## src/rtl/load_store_unit.sv

```systemverilog
// -----------------------------------------------------------------------------
// load_store_unit
//
// Initiator-side master for a single-ported, word-only data memory. Accepts
// RISC-V style load/store requests (funct3 width encoding), performs byte and
// halfword loads by extract plus sign/zero extension, and sub-word stores by a
// read-modify-write sequence on the containing word. One request outstanding.
//
// Ports:
//   clk, reset      rising-edge clock, asynchronous active-high reset
//   req_valid/ready request handshake (ready only while idle)
//   req_store       1 = store, 0 = load
//   req_funct3      000 B, 001 H, 010 W, 100 BU, 101 HU
//   req_addr        byte address
//   req_wdata       right-aligned store data
//   rsp_valid/ready response handshake
//   rsp_rdata       extended load data (0 for stores and errors)
//   rsp_err         misaligned access or illegal funct3
//   mem_A           word address to memory
//   mem_WD          write data to memory
//   mem_MemWrite    memory write enable
//   mem_RD          combinational memory read data
// -----------------------------------------------------------------------------
module load_store_unit #(
   parameter int unsigned ADDR_W          = 32,
   parameter bit          ERR_ON_MISALIGN = 1'b1
) (
   input  logic              clk,
   input  logic              reset,
   input  logic              req_valid,
   output logic              req_ready,
   input  logic              req_store,
   input  logic [2:0]        req_funct3,
   input  logic [ADDR_W-1:0] req_addr,
   input  logic [31:0]       req_wdata,
   output logic              rsp_valid,
   input  logic              rsp_ready,
   output logic [31:0]       rsp_rdata,
   output logic              rsp_err,
   output logic [ADDR_W-1:0] mem_A,
   output logic [31:0]       mem_WD,
   output logic              mem_MemWrite,
   input  logic [31:0]       mem_RD
);

   typedef enum logic [1:0] {StIdle, StRead, StWrite, StResp} state_t;

   state_t              r_state;
   state_t              w_state_next;
   logic [ADDR_W-1:0]   r_addr;
   logic [2:0]          r_funct3;
   logic                r_store;
   // Holds the raw store data after accept; overwritten by the merged word
   // in READ for sub-word stores, so it is always what WRITE should drive.
   logic [31:0]         r_mem_wd;
   logic [31:0]         r_rdata;
   logic                r_err;

   logic                w_accept;
   logic                w_illegal;
   logic                w_misalign;
   logic                w_err_req;
   logic [ADDR_W-1:0]   w_addr_aligned;
   logic [7:0]          w_byte;
   logic [15:0]         w_half;
   logic [31:0]         w_load_data;
   logic [31:0]         w_merged;

   assign w_accept = req_valid && (r_state == StIdle);

   // Request decode
   assign w_illegal  = (req_funct3 == 3'b011) || (req_funct3[2:1] == 2'b11) ||
                       (req_store && req_funct3[2]);
   assign w_misalign = ((req_funct3[1:0] == 2'b01) && req_addr[0]) ||
                       ((req_funct3[1:0] == 2'b10) && (req_addr[1:0] != 2'b00));
   assign w_err_req  = w_illegal || (ERR_ON_MISALIGN && w_misalign);

   // Forcing alignment is harmless when misalignment is reported as an error,
   // since that path never touches memory.
   always_comb begin
      w_addr_aligned = req_addr;
      case (req_funct3[1:0])
         2'b01:   w_addr_aligned = {req_addr[ADDR_W-1:1], 1'b0};
         2'b10:   w_addr_aligned = {req_addr[ADDR_W-1:2], 2'b00};
         default: w_addr_aligned = req_addr;
      endcase
   end

   // Lane extract (little-endian)
   always_comb begin
      w_byte = mem_RD[7:0];
      case (r_addr[1:0])
         2'b00:   w_byte = mem_RD[7:0];
         2'b01:   w_byte = mem_RD[15:8];
         2'b10:   w_byte = mem_RD[23:16];
         default: w_byte = mem_RD[31:24];
      endcase
   end

   assign w_half = r_addr[1] ? mem_RD[31:16] : mem_RD[15:0];

   always_comb begin
      w_load_data = mem_RD;
      case (r_funct3)
         3'b000:  w_load_data = {{24{w_byte[7]}}, w_byte};
         3'b100:  w_load_data = {24'h0, w_byte};
         3'b001:  w_load_data = {{16{w_half[15]}}, w_half};
         3'b101:  w_load_data = {16'h0, w_half};
         default: w_load_data = mem_RD;
      endcase
   end

   // Store merge: replace only the target lane of the read word
   always_comb begin
      w_merged = mem_RD;
      if (r_funct3[1:0] == 2'b00) begin
         case (r_addr[1:0])
            2'b00:   w_merged[7:0]   = r_mem_wd[7:0];
            2'b01:   w_merged[15:8]  = r_mem_wd[7:0];
            2'b10:   w_merged[23:16] = r_mem_wd[7:0];
            default: w_merged[31:24] = r_mem_wd[7:0];
         endcase
      end else if (r_addr[1]) begin
         w_merged[31:16] = r_mem_wd[15:0];
      end else begin
         w_merged[15:0] = r_mem_wd[15:0];
      end
   end

   // Next-state logic
   always_comb begin
      w_state_next = r_state;
      case (r_state)
         StIdle: begin
            if (req_valid) begin
               if (w_err_req) begin
                  w_state_next = StResp;
               end else if (req_store && (req_funct3 == 3'b010)) begin
                  w_state_next = StWrite;
               end else begin
                  w_state_next = StRead;
               end
            end
         end
         StRead:  w_state_next = r_store ? StWrite : StResp;
         StWrite: w_state_next = StResp;
         StResp:  if (rsp_ready) w_state_next = StIdle;
         default: w_state_next = StIdle;
      endcase
   end

   always_ff @(posedge clk or posedge reset) begin
      if (reset) begin
         r_state  <= StIdle;
         r_addr   <= '0;
         r_funct3 <= 3'b000;
         r_store  <= 1'b0;
         r_mem_wd <= 32'h0;
         r_rdata  <= 32'h0;
         r_err    <= 1'b0;
      end else begin
         r_state <= w_state_next;
         if (w_accept) begin
            r_addr   <= w_addr_aligned;
            r_funct3 <= req_funct3;
            r_store  <= req_store;
            r_mem_wd <= req_wdata;
            r_rdata  <= 32'h0;
            r_err    <= w_err_req;
         end
         if (r_state == StRead) begin
            if (r_store) begin
               r_mem_wd <= w_merged;
            end else begin
               r_rdata <= w_load_data;
            end
         end
      end
   end

   // Write enable is decoded from state so an asynchronous reset drops it at once
   assign mem_MemWrite = (r_state == StWrite);
   assign mem_A        = {r_addr[ADDR_W-1:2], 2'b00};
   assign mem_WD       = r_mem_wd;
   assign req_ready    = (r_state == StIdle) && !reset;
   assign rsp_valid    = (r_state == StResp);
   assign rsp_rdata    = r_rdata;
   assign rsp_err      = r_err;

endmodule

```

## config.mk

```make
export PLATFORM = sky130hd
export DESIGN_NAME = load_store_unit
export DESIGN_NICKNAME = d
export VERILOG_FILES = /design/src/rtl/load_store_unit.sv
export SDC_FILE = /design/constraint.sdc
export NUM_CORES = 1
export LEC_CHECK = 0
export CORE_MARGIN = 3
export CORE_UTILIZATION = 30
export CTS_CLUSTER_DIAMETER = 30
export DETAILED_ROUTE_END_ITERATION = 6
export DONT_BUFFER_PORTS = 1
export PLACE_DENSITY = 0.46
export SLEW_MARGIN = 20
export SYNTH_ARGS = -nofsm -noshare
export SYNTH_HDL_FRONTEND = slang
export SYNTH_SLANG_ARGS = --single-unit
```

## constraint.sdc

```tcl
create_clock -name clk -period 7.5 [get_ports clk]
set_input_delay 1.875 -clock clk [delete_from_list [all_inputs] [get_ports clk]]
set_output_delay 1.875 -clock clk [all_outputs]
set_load 0.1 [all_outputs]
```

==> results by stage, run 1 <==
Setup path:
- The kind of critical path is input port to output pin.
- At the worst endpoint, the required time is 5.62 ns.
- The largest individual stage delay along the critical path comes from the cell nor2_2.
- The critical path contains buffers and inverters numbering 0 combined.
- The data arrival time of the worst path is 2.66 ns.
- The worst setup path is launched from an input port.
- The largest single stage delay on the critical path is 0.78 ns.
- The maximum fanout along the worst path is 2.
- The signal on the critical path passes through nor2_2.
- The critical path endpoint category is an output pin.
- The cell class contributing the biggest share of worst-path delay is simple AND/OR/NAND/NOR gates.

CTS:
- The TritonCTS clock tree is yes.
- In this run the deepest clock path goes through 2 buffers.
- Once the clock tree was built, the resizer swapped 0 gates to a different size.
- The number of hold buffers added after CTS was 0.
- The H-tree level count is 3.
- Clock-pin slew was measured on the worst setup and hold paths at 0.07 ns.
- In this run the post-CTS setup repair buffer count came out at 0.
- Clock tree synthesis inserted a total of 9 buffers.
- The clock reaches the later pin of the worst-skew pair after 0.36 ns.
- The CTS sink count is 103.
- The root buffer cell chosen for the clock tree is clkbuf_16.

Cells and area:
- The layout overhead on the synthesized area is 5.482%.
- At the end of the flow, the number of nets in the layout was 558.
- The top cell types in the final layout, fill and taps aside, are dfrtp_1, nand2_1, mux2_2.
- The fraction of final layout cells sized beyond drive strength 1 is 19.73%.
- The most common cell after layout, fill and taps aside is dfrtp_1.
- The antenna diode count is 0.

Placement:
- During placement, the flow inserted port buffers numbering 0.
- The HPWL after detailed placement is 13140 microns.
- The final RePlAce weighted congestion is 0.8318.

Floorplan:
- The die boundary width is 140.3 microns.
- The die outline area is 0.01968 sq mm.
- For this design the top-level I/O count stands at 204.
- The starting utilization of the core area is 30.95%.
- The y dimension of the die is 140.3 microns.
- The row count is 48.
- The core region is 0.01748 sq mm.

Routing:
- The routed layout has 3839 vias.
- The detailed router finished its first iteration with 248 violations.
- The pre-antenna-repair detailed-routing pass consisted of 5 iterations.
- The ratio of routed vias to standard cells is 5.679.
- Dividing the detail-routed wire length by the instance count gives 26.10 microns.
- For this block, the routed nets add up to 17640 microns of wire.
- The antenna violation net count after detailed routing is 0.
- After detailed routing, the number of remaining DRC violations is 0.

Job:
- The count of maximum capacitance violations is 0.

Outcome:
- The flow ran to the end, and the final reports show no timing, DRC or antenna violations.

STA:
- For the finished layout, the period the worst path requires is 4.538 ns.
- The final clock skew is 0.01235 ns.
- At the pin with the least slew margin, the transition time is 1.079 ns.
- The highest clock rate is 220.4 MHz.
- The number of pins exceeding their max-slew limit in the final report was 0.
- The final setup TNS is 0 ns.
- Setup repair after global routing left no endpoint under its margin.
- The final setup violation count is 0.
- In the finished design, the share of the clock period the worst path needs comes to 60.50%.
- The worst pin sits at a relative slew slack of 28.04%.
- The final hold violation count is 0.

Global route:
- Entering global routing, the biggest net connects 66 pins.
- The first global-routing pass estimated 26080 microns of wire.
- The via count of the first global-routing pass is 3931.
- The number of antenna violations at the first check in global routing came to 0.
- For this run, the total global-route usage over all layers was measured as 17.71%.
- Summed over all layers, the global routing overflow is 0.

Synthesis:
- Counting flops and latches in the post-synthesis netlist gives 103.
- The proportion of register bits with asynchronous set or reset after synthesis is 100.0%.
- The synthesized area per cell is 11.06 sq um.
- The number of distinct library cells after synthesis is 50.
- The sequential element share of the synthesized area is 47.65%.
- The gate count after technology mapping is 489.
- The main flop type after synthesis is dfrtp_1.
- The count of flip-flops with a built-in enable after synthesis is 0.
- The yosys synthesis warning count is 0.
- The area of the mapped netlist is 0.005409 sq mm.

Min path:
- The classification of the worst-slack hold path is register to register.
## routing by layer
metal,share of wire (%),global-route usage (%),routed length [microns],vias up
met5,0,0,0,-
li1,-,-,-,1701
met3,11,7.443,1891,16
met4,1.3,4.997,232,0
met1,39,21.33,6932,1947
met2,49,29.11,8585,175
## through the flow
stage	cells	hold slack (ns)	utilization (%)	area (sq um)	worst slack, ns
global route	676	0.6001	32.65	5705	2.956
global placement	660	0.5167	30.78	5380	2.953
CTS	676	0.5836	32.65	5705	2.957
floorplan	490	0.4807	-	5413	2.499
finish	676	0.5743	32.65	5705	2.962
detailed placement	660	0.5683	30.78	5380	2.956
## cell usage after synthesis (all sizes together), types with 7 or more instances
cell | instances | area, sq um
o221ai | 8 | 70.07
a21oi | 13 | 65.06
buf | 48 | 341.6
a211oi | 11 | 82.58
and3 | 8 | 50.05
a221o | 23 | 235.2
ha | 8 | 100.1
clkbuf | 17 | 63.81
o22ai | 23 | 150.1
and2 | 8 | 50.05
mux2i | 27 | 270.3
nand3b | 9 | 67.56
mux2 | 35 | 397.9
nor2 | 15 | 63.81
a2bb2oi | 7 | 61.31
nor2b | 10 | 62.56
dfrtp | 103 | 2577
nand2 | 36 | 135.1
a221oi | 9 | 78.83
o21ai | 21 | 116.4
inv | 15 | 56.30
## registers in the layout, indices dropped and copies added (netlist names)
register,cells
mem_WD,32
r_addr,32
r_funct3,3
r_state,2
r_store,1
rsp_err,1
rsp_rdata,32
## path summary, 6_finish.rpt
path                       depth (start not counted)             to  slack (ns)  startpoint
max                                                1      req_ready        2.96       reset
min                                                2     r_state[1]        0.57  r_state[1]
max reg2reg                                        6  rsp_rdata[24]        4.48  r_state[1]
min reg2reg                                        2     r_state[1]        0.57  r_state[1]
max in group asynchronous                          2     mem_WD[12]        4.82       reset
min in group asynchronous                          1     mem_WD[21]        1.40       reset
## cells by family (layout without fill, tap and decap cells)
kind of cell	after synthesis	in the layout	synth area share, %
compound gates	132	132	19.34
fa+ha+maj	8	8	1.851
buf+inv	80	41	8.536
flops	103	103	47.65
mux	62	62	12.35
other cells	1	2	0.06933
simple gates	103	103	10.20
## layout make-up
cell class | instances | area (sq um)
clock buffers | 9 | 225.2
inverters | 15 | 58.81
clock inverters | 7 | 100.1
flip-flops and latches | 103 | 2577
well taps | 225 | 281.5
fillers | 1754 | 11770
multi-input cells | 307 | 2387
repair buffers | 10 | 75.07
Power of run 1 is not shown: default switching activity piles up to over one toggle a cycle in this logic, so the estimate is an artifact.
==> run 2: changes to the inputs <==
==> constraint.sdc (replaced) <==
create_clock -name clk -period 4.6 [get_ports clk]
set_input_delay 1.15 -clock clk [delete_from_list [all_inputs] [get_ports clk]]
set_output_delay 1.15 -clock clk [all_outputs]
set_load 0.1 [all_outputs]
==> results by stage, run 2 (synthesized netlist as in run 1, its figures left out) <==
STA:
- For this run, the top clock speed supported by timing is 288.3 MHz.
- The final setup TNS is 0 ns (unchanged).
- The final hold violation count is 0 (unchanged).
- The final setup violation count is 0 (unchanged).
- Setup repair after global routing left no endpoint under its margin.
- The slew at the pin closest to its max-slew limit is 1.090 ns (+0.01073 ns).
- After layout, the minimum clock period comes to 3.469 ns.
- The worst hold slack across all endpoints is 0.5539 ns (-0.02037 ns).
- The headroom to the max-slew limit is 27.32% (-0.72 points).
- The final clock skew came to 0.01323 ns (+0.0008798 ns).
- The number of pins exceeding their max-slew limit in the final report was 0 (unchanged).
- The final critical-path share of the clock period is 75.41%.

Cells and area:
- The count of fill cells added during filler insertion was 1782 (+1.6%).
- Compared with the post-synthesis result, the final layout area differs by 5.112%.
- The net count reported at finish came to 559 (+0.18%).
- The fraction of final layout cells sized beyond drive strength 1 is 19.91% (+0.18 points).
- The area used by multi-input combinational logic is 0.002387 sq mm (unchanged).
- The final design area excluding fillers came to 0.005685 sq mm (-0.35%).
- The antenna diode count came to 0 (unchanged).
- The area taken by flip-flops and latches is 0.002577 sq mm (unchanged).
- The library cell used most frequently in the layout, excluding fill and tap cells, is dfrtp_1.
- The library cells used most frequently in the layout, excluding fill and tap cells, are dfrtp_1, nand2_1, mux2_2.

Placement:
- The post-detailed-placement half-perimeter wirelength is 13510 microns (+2.8%).
- The cell area after placement is 0.005388 sq mm (+0.14%).
- The count of buffers inserted at the top-level ports was 0 (unchanged).
- The final RePlAce weighted congestion is 0.8522 (+2.5%).

CTS:
- The TritonCTS clock tree is yes.
- The number of buffers created by CTS is 9 (unchanged).
- The number of hold-repair buffers added at the cts stage is 0 (unchanged).
- The post-CTS repair timing setup buffer count was 0 (unchanged).
- The clock transition at the registers of the reported paths is 0.07 ns (about the same).
- The CTS sink count is 103 (unchanged).
- The H-tree level count is 3 (unchanged).
- The clock root buffer is clkbuf_16.
- The post-cts repair resize count is 0 (unchanged).
- The buffer depth of the longest clock path is 2 (unchanged).
- The worst-skew pair later-pin latency is 0.36 ns (about the same).

Routing:
- The met1 wire length was 6807 microns (-1.8%).
- The wire length after detailed routing came to 17790 microns (+0.82%).
- The antenna violation net count after detailed routing is 0 (unchanged).
- The ratio of routed vias to standard cells is 5.620 (-1.0%).
- The uppermost layer routed is met4.
- The average detailed-routed wire length per instance is 26.27 microns (+0.67%).
- The number of optimization iterations in the first detailed-route pass is 4 (-1).
- The vias after detailed routing is 3805 (-0.89%).
- The detailed route wirelength on metal3 is 1979 microns (+4.7%).
- The final routed DRC violation total is 0 (unchanged).
- The first-iteration detailed-routing DRC count is 157 (-37%).
- The length of routed met2 wiring is 8699 microns (+1.3%).

Global route:
- The all-layer global routing usage came to 17.92% (+0.21 points).
- The global-route wire length before repair is 26570 microns (+1.9%).
- The number of antenna violations at the first check in global routing was 0 (unchanged).
- The via count of the first global-routing pass is 4087 (+4.0%).
- The pin count of the biggest net entering global routing is 62 (-6.1%).
- The final global-route overflow total was 0 (unchanged).

Setup path:
- The type of element launching the critical path is a register.
- The slowest library cell on the worst path is nor2_2.
- The critical path endpoint category is an output pin.
- The signal on the critical path passes through inv_1 > ha_1 > inv_1 > nor2_2.
- The first element of the critical path is r_state[0].
- The data required time at the worst endpoint is 3.45 ns (-2.17 ns).
- The maximum fanout along the worst path is 12 (+10).
- The data arrival time of the worst path is 2.32 ns (-0.34 ns).
- The largest stage delay on the critical path came to 0.84 ns (+0.06 ns).
- The kind of critical path is register to output pin.
- The reg-to-reg critical path startpoint is r_addr[0].
- By instance count, the cell type seen most on the critical path is inv_1.

Floorplan:
- The row count is 48 (unchanged).
- The I/O pin count came to 204 (unchanged).
- The starting utilization of the core area was 30.95% (unchanged).
- The die outline area came to 0.01968 sq mm (unchanged).
- The area of the placeable core is 0.01748 sq mm (unchanged).
- The y dimension of the die is 140.3 microns (unchanged).
- The die boundary width was 140.3 microns (unchanged).

Min path:
- The classification of the worst-slack hold path is register to register.
- The worst min-delay path startpoint is r_state[1].

Job:
- The count of maximum capacitance violations was 0 (unchanged).

Outcome:
- The flow ran to the end, and the final reports show no timing, DRC or antenna violations.
[run 2: cell types whose count changed in the layout (fill, tap and decap cells not counted)]
| cell | before | now |
|---|---|---|
| clkinv_4 | 1 | 0 |
| inv_6 | 2 | 3 |
| buf_4 | 10 | 11 |
| bufinv_16 | 1 | 0 |
| clkbuf_8 | 0 | 2 |
| clkinv_8 | 2 | 0 |
| clkinvlp_4 | 0 | 1 |
[run 2: final timing paths]
path / slack [ns] / endpoint / depth (start not counted)
setup / recovery: 1.13 / req_ready / 4
hold / removal: 0.55 / r_state[1] / 2
setup reg to reg: 1.80 / mem_WD[4] / 4
hold reg to reg: 0.55 / r_state[1] / 2
max in group asynchronous: 3.02 / rsp_rdata[23] / 2
min in group asynchronous: 0.75 / mem_WD[21] / 1
[run 2: layout make-up]
type | instances | area share (%)
inverters | 15 | 1.034
clock inverters | 5 | 0.7923
flip-flops and latches | 103 | 45.33
clock buffers | 11 | 4.445
multi-input cells | 307 | 41.99
repair buffers | 11 | 1.452
well taps | 225 | 4.952
[run 2: worst max-delay path: cells and delay by family (launching register included)]
family	cells	cell delay, ns
buffers and inverters	2	0.27
flip-flops	1	0.41
adder cells (fa/ha/maj)	1	0.45
AND/OR/NAND/NOR	1	0.84
[run 2: per-stage QoR]
| step | setup slack [ns] | util (%) | instances |
|---|---|---|---|
| 2_1_floorplan | 0.7462 | - | 490 |
| 3_3_place_gp | 1.505 | 30.83 | 661 |
| 3_5_place_dp | 1.506 | 30.83 | 661 |
| 4_1_cts | 1.100 | 32.53 | 677 |
| 5_1_grt | 0.9953 | 32.53 | 677 |
| 6_report | 1.131 | 32.53 | 677 |
[run 2: layer usage]
metal | track usage [%] | up-vias
met2 | 30.17 | 167
met5 | 0 | -
li1 | - | 1710
met3 | 7.818 | 17
met4 | 4.946 | 0
met1 | 20.84 | 1911
Power of run 2 is left out for the same reason.
==> variant 1: new RTL, flow settings as in run 2 <==
Make the reset (`reset`) synchronous in one clocked block. Comments in the files are not updated.
--- a/src/rtl/load_store_unit.sv
+++ b/src/rtl/load_store_unit.sv
@@ -149,7 +149,7 @@
       endcase
    end
 
-   always_ff @(posedge clk or posedge reset) begin
+   always_ff @(posedge clk) begin
       if (reset) begin
          r_state  <= StIdle;
          r_addr   <= '0;
Formal check against the unedited RTL: differs if reset is asserted again (counterexample within 4 cycles, from zero or initial values and one cycle with reset high); with reset held inactive, the same outputs for 4 cycles.
==> variant 1 against run 2 <==
Area after synthesis fell by 3.9%. Sequential cell count is the same. Setup slack gained 640 ps. Clock skew shrank 1.8 ps. Routed wire length grew 0.98%. Die area down 3.8%. Non-clock buffer count rose by 1. Design area is 4.9% lower. Global-route usage up 0.45 points. Largest cell class is now multi-input gates.
==> variant 1: results <==
INSERT INTO impl_metrics (metric_group, metric, value, unit) VALUES
('worst_setup_path', 'timing.reg2reg.worst_path_depth', '5', ''),
('final_layout', 'n_all_inverters', '12', ''),
('placement', 'dp_cells', '797', ''),
('run_status', 'run_status', 'completed', ''),
('global_route', 'grt_max_degree', '99', ''),
('final_layout', 'fraction_of_layout_cells_with_a_size_suffix_above_1', '0.0877', ''),
('placement', 'gp_congestion', '0.875', ''),
('global_route', 'met2_usage', '0.277', ''),
('worst_setup_path', 'critical_path.max_fanout', '4', ''),
('final_layout', 'num-clock-buffers', '12', ''),
('synth', 'ys.flop_type', 'sky130_fd_sc_hd__dfxtp_1', ''),
('min_path', 'hp-start', 'r_state[1]$_SDFFE_PP0P_', ''),
('routing', 'route.vias.total', '4486', ''),
('final_layout', 'fin_nets', '700', ''),
('sta', 'timing.clock.skew', '11.4', 'ps'),
('worst_setup_path', 'cp_data_arrival_time', '1670', 'ps'),
('global_route', 'global_route.usage.met3', '0.0909', ''),
('global_route', 'grt_first_pass_wirelength', '26100', 'um'),
('global_route', 'grt_util_all_layers', '0.184', ''),
('routing', 'detailedRoute.firstIterationViolations', '389', '');
[variant 1: cell count changes in the layout (fill, tap and decap cells not counted), sizes merged, moves of 9 or more]
cell and delta:
a311oi +9, nor2 +15, a2111oi +12, nor3 +11, a21oi +63, a221o -23, dfrtp -103, dfxtp +103
mux2i -15, o22ai -9, nand2 +100, mux2 -20, a211oi +27
[variant 1: where the power goes]
part / switching, mW / internal [mW]
registers: 1.67 / 1.11
logic: 0.626 / 0.348
clock network: 0.359 / 0.399
total: 2.66 / 1.86
[variant 1: worst max path at each step]
| stage | startpoint | endpoint | slack [ps] | depth (start not counted) |
|---|---|---|---|---|
| 2_1_floorplan | reset | req_ready | 500 | 4 |
| 3_3_place_gp | reset | req_ready | 1940 | 2 |
| 4_1_cts | r_state[0]$_SDFFE_PP0P_ | mem_MemWrite | 1760 | 2 |
| 6_report | r_state[0]$_SDFFE_PP0P_ | mem_MemWrite | 1780 | 2 |
| 3_5_place_dp | req_valid | rsp_rdata[8]$_SDFF_PP0_ | 1870 | 4 |
| 5_1_grt | r_state[0]$_SDFFE_PP0P_ | mem_MemWrite | 1720 | 2 |
[variant 1: layer usage]
| layer | up-vias | wire length (um) |
|---|---|---|
| li1 | 2138 | - |
| met1 | 2135 | 7360 |
| met2 | 186 | 8010 |
| met3 | 27 | 2150 |
| met4 | 0 | 440 |
| met5 | - | 0 |
[variant 1: cells by family after synthesis]
kind of cell / synth area share
other cells: 0.000722
fa+ha+maj: 0.0193
flops: 0.397
mux: 0.0556
compound gates: 0.242
simple gates: 0.190
buf+inv: 0.0958
[variant 1: worst min-delay path, delay by kind of cell, from the launching register on]
family          cells  cell delay, ps
simple gates        1              70
compound gates      1              60
flops               1             340
==> variant 2: new RTL, config.mk and constraints of run 2 <==
Without the edit above. The parameter `ERR_ON_MISALIGN` goes from 1'b1 to 1'b0.
--- a/src/rtl/load_store_unit.sv
+++ b/src/rtl/load_store_unit.sv
@@ -23,7 +23,7 @@
 // -----------------------------------------------------------------------------
 module load_store_unit #(
    parameter int unsigned ADDR_W          = 32,
-   parameter bit          ERR_ON_MISALIGN = 1'b1
+   parameter bit          ERR_ON_MISALIGN = 1'b0
 ) (
    input  logic              clk,
    input  logic              reset,
Function: changed (Yosys sat finds a counterexample within 4 cycles, from zero or initial values and one cycle with reset high).
==> variant 2 against run 2 <==
Routed wire length fell by 1.3%. Setup slack got worse by 29 ps. Utilization rose by 0.16 points. Design area rose by 0.51%. First-iteration DRC count rose by 13%. Synthesized cell count rose by 1.0%. Sequential cell count did not move. Area after synthesis rose by 0.25%.
Power is not shown: default switching activity piles up to over one toggle a cycle in this logic, so the estimate is an artifact.
==> variant 2: results <==
INSERT INTO impl_metrics (metric_group, metric, value, unit) VALUES
('final_layout', 'fraction_of_layout_cells_with_a_size_suffix_above_1', '0.197', ''),
('final_layout', 'fin_nets', '565', ''),
('synth', 'synth_commonest_cells', '103 x sky130_fd_sc_hd__dfrtp_1, 40 x sky130_fd_sc_hd__nand2_1, 34 x sky130_fd_sc_hd__buf_4, 34 x sky130_fd_sc_hd__mux2_2, 25 x sky130_fd_sc_hd__mux2i_1', ''),
('synth', 'ys_top_cells_by_area', 'sky130_fd_sc_hd__dfrtp_1 48%, sky130_fd_sc_hd__mux2_2 7.1%, sky130_fd_sc_hd__buf_4 4.7%', ''),
('sta', 'whs', '559', 'ps'),
('synth', 'yosys_warnings', '0', ''),
('run_status', 'run_status', 'completed', ''),
('routing', 'detailedRoute.firstIterationViolations', '178', ''),
('worst_setup_path', 'setup_slack_of_the_most_critical_reg_to_reg_path', '1860', 'ps'),
('routing', 'drt-pass1-iter-count', '5', ''),
('routing', 'drt_wl_total', '17600', 'um'),
('clock_network', 'worstSkewPairLatency', '350', 'ps'),
('clock_network', 'clock_tree.htree_level_count', '3', ''),
('worst_setup_path', 'cp_data_arrival_time', '2350', 'ps'),
('placement', 'dp_hpwl', '13200', 'um'),
('synth', 'synth-seq-area-share', '0.475', ''),
('placement', 'gp_congestion', '0.841', ''),
('routing', 'route.vias.total', '3885', ''),
('global_route', 'grt_util_all_layers', '0.175', ''),
('global_route', 'grt_max_degree', '86', '');
## variant 2: cell types whose count changed in the layout (fill, tap and decap cells not counted), sizes merged, moves of 3 or more
cell and delta:
o211ai +5, inv -6, o22ai -7, a221oi +3
a21oi +3, and2 -5, a211oi -3, and3 +5
clkinv +4, nand2 +4, nor2 +4
## variant 2: path summary, 6_finish.rpt
kind | startpoint | endpoint | depth (start not counted)
worst max register to register | r_state[1]$_DFFE_PP0P_ | mem_WD[0]$_DFFE_PP0P_ | 6
worst max-delay path | r_state[0]$_DFFE_PP0P_ | req_ready | 4
worst min-delay path | r_state[1]$_DFFE_PP0P_ | r_state[1]$_DFFE_PP0P_ | 2
worst min register to register | r_state[1]$_DFFE_PP0P_ | r_state[1]$_DFFE_PP0P_ | 2
min in group asynchronous | reset | mem_WD[23]$_DFF_PP0_ | 1
max in group asynchronous | reset | r_addr[9]$_DFFE_PP0P_ | 2
## variant 2: layout make-up
cell class | instances | area, um^2
fillers | 1750 | 11800
repair buffers | 13 | 97.6
clock inverters | 5 | 57.6
multi-input cells | 313 | 2400
flip-flops and latches | 103 | 2580
well taps | 225 | 282
clock buffers | 11 | 243
inverters | 13 | 53.8
## variant 2: per-stage QoR
stage	area, um^2	setup slack (ps)	std cells
2_1_floorplan	5430	746	495
4_1_cts	5700	1140	682
5_1_grt	5710	959	683
3_5_place_dp	5400	1510	666
3_3_place_gp	5400	1510	666
6_report	5710	1100	683
## variant 2: cell families (layout without fill, tap and decap cells)
| kind of cell | Yosys count | in the layout | share of synthesized area |
|---|---|---|---|
| adders and majority gates | 8 | 8 | 0.0185 |
| buffers and inverters | 79 | 42 | 0.0851 |
| muxes | 61 | 61 | 0.124 |
| and+or+nand+nor | 112 | 112 | 0.105 |
| other | 1 | 2 | 0.000692 |
| DFF | 103 | 103 | 0.475 |
| AOI/OAI and AO/OA | 130 | 130 | 0.192 |
## variant 2: critical path, delay by kind of cell, from the launching register on
kind	cells	cell delay, ps
adder cells (fa/ha/maj)	1	470
flip-flops	1	420
AND/OR/NAND/NOR	1	850
buffers and inverters	2	260
## variant 2: metal layers
metal,GRT usage,share of wire,vias to the layer above
met3,0.0673,0.11,14
met4,0.0474,0.014,0
li1,-,-,1716
met5,0,0,-
met1,0.233,0.42,1983
met2,0.267,0.45,172
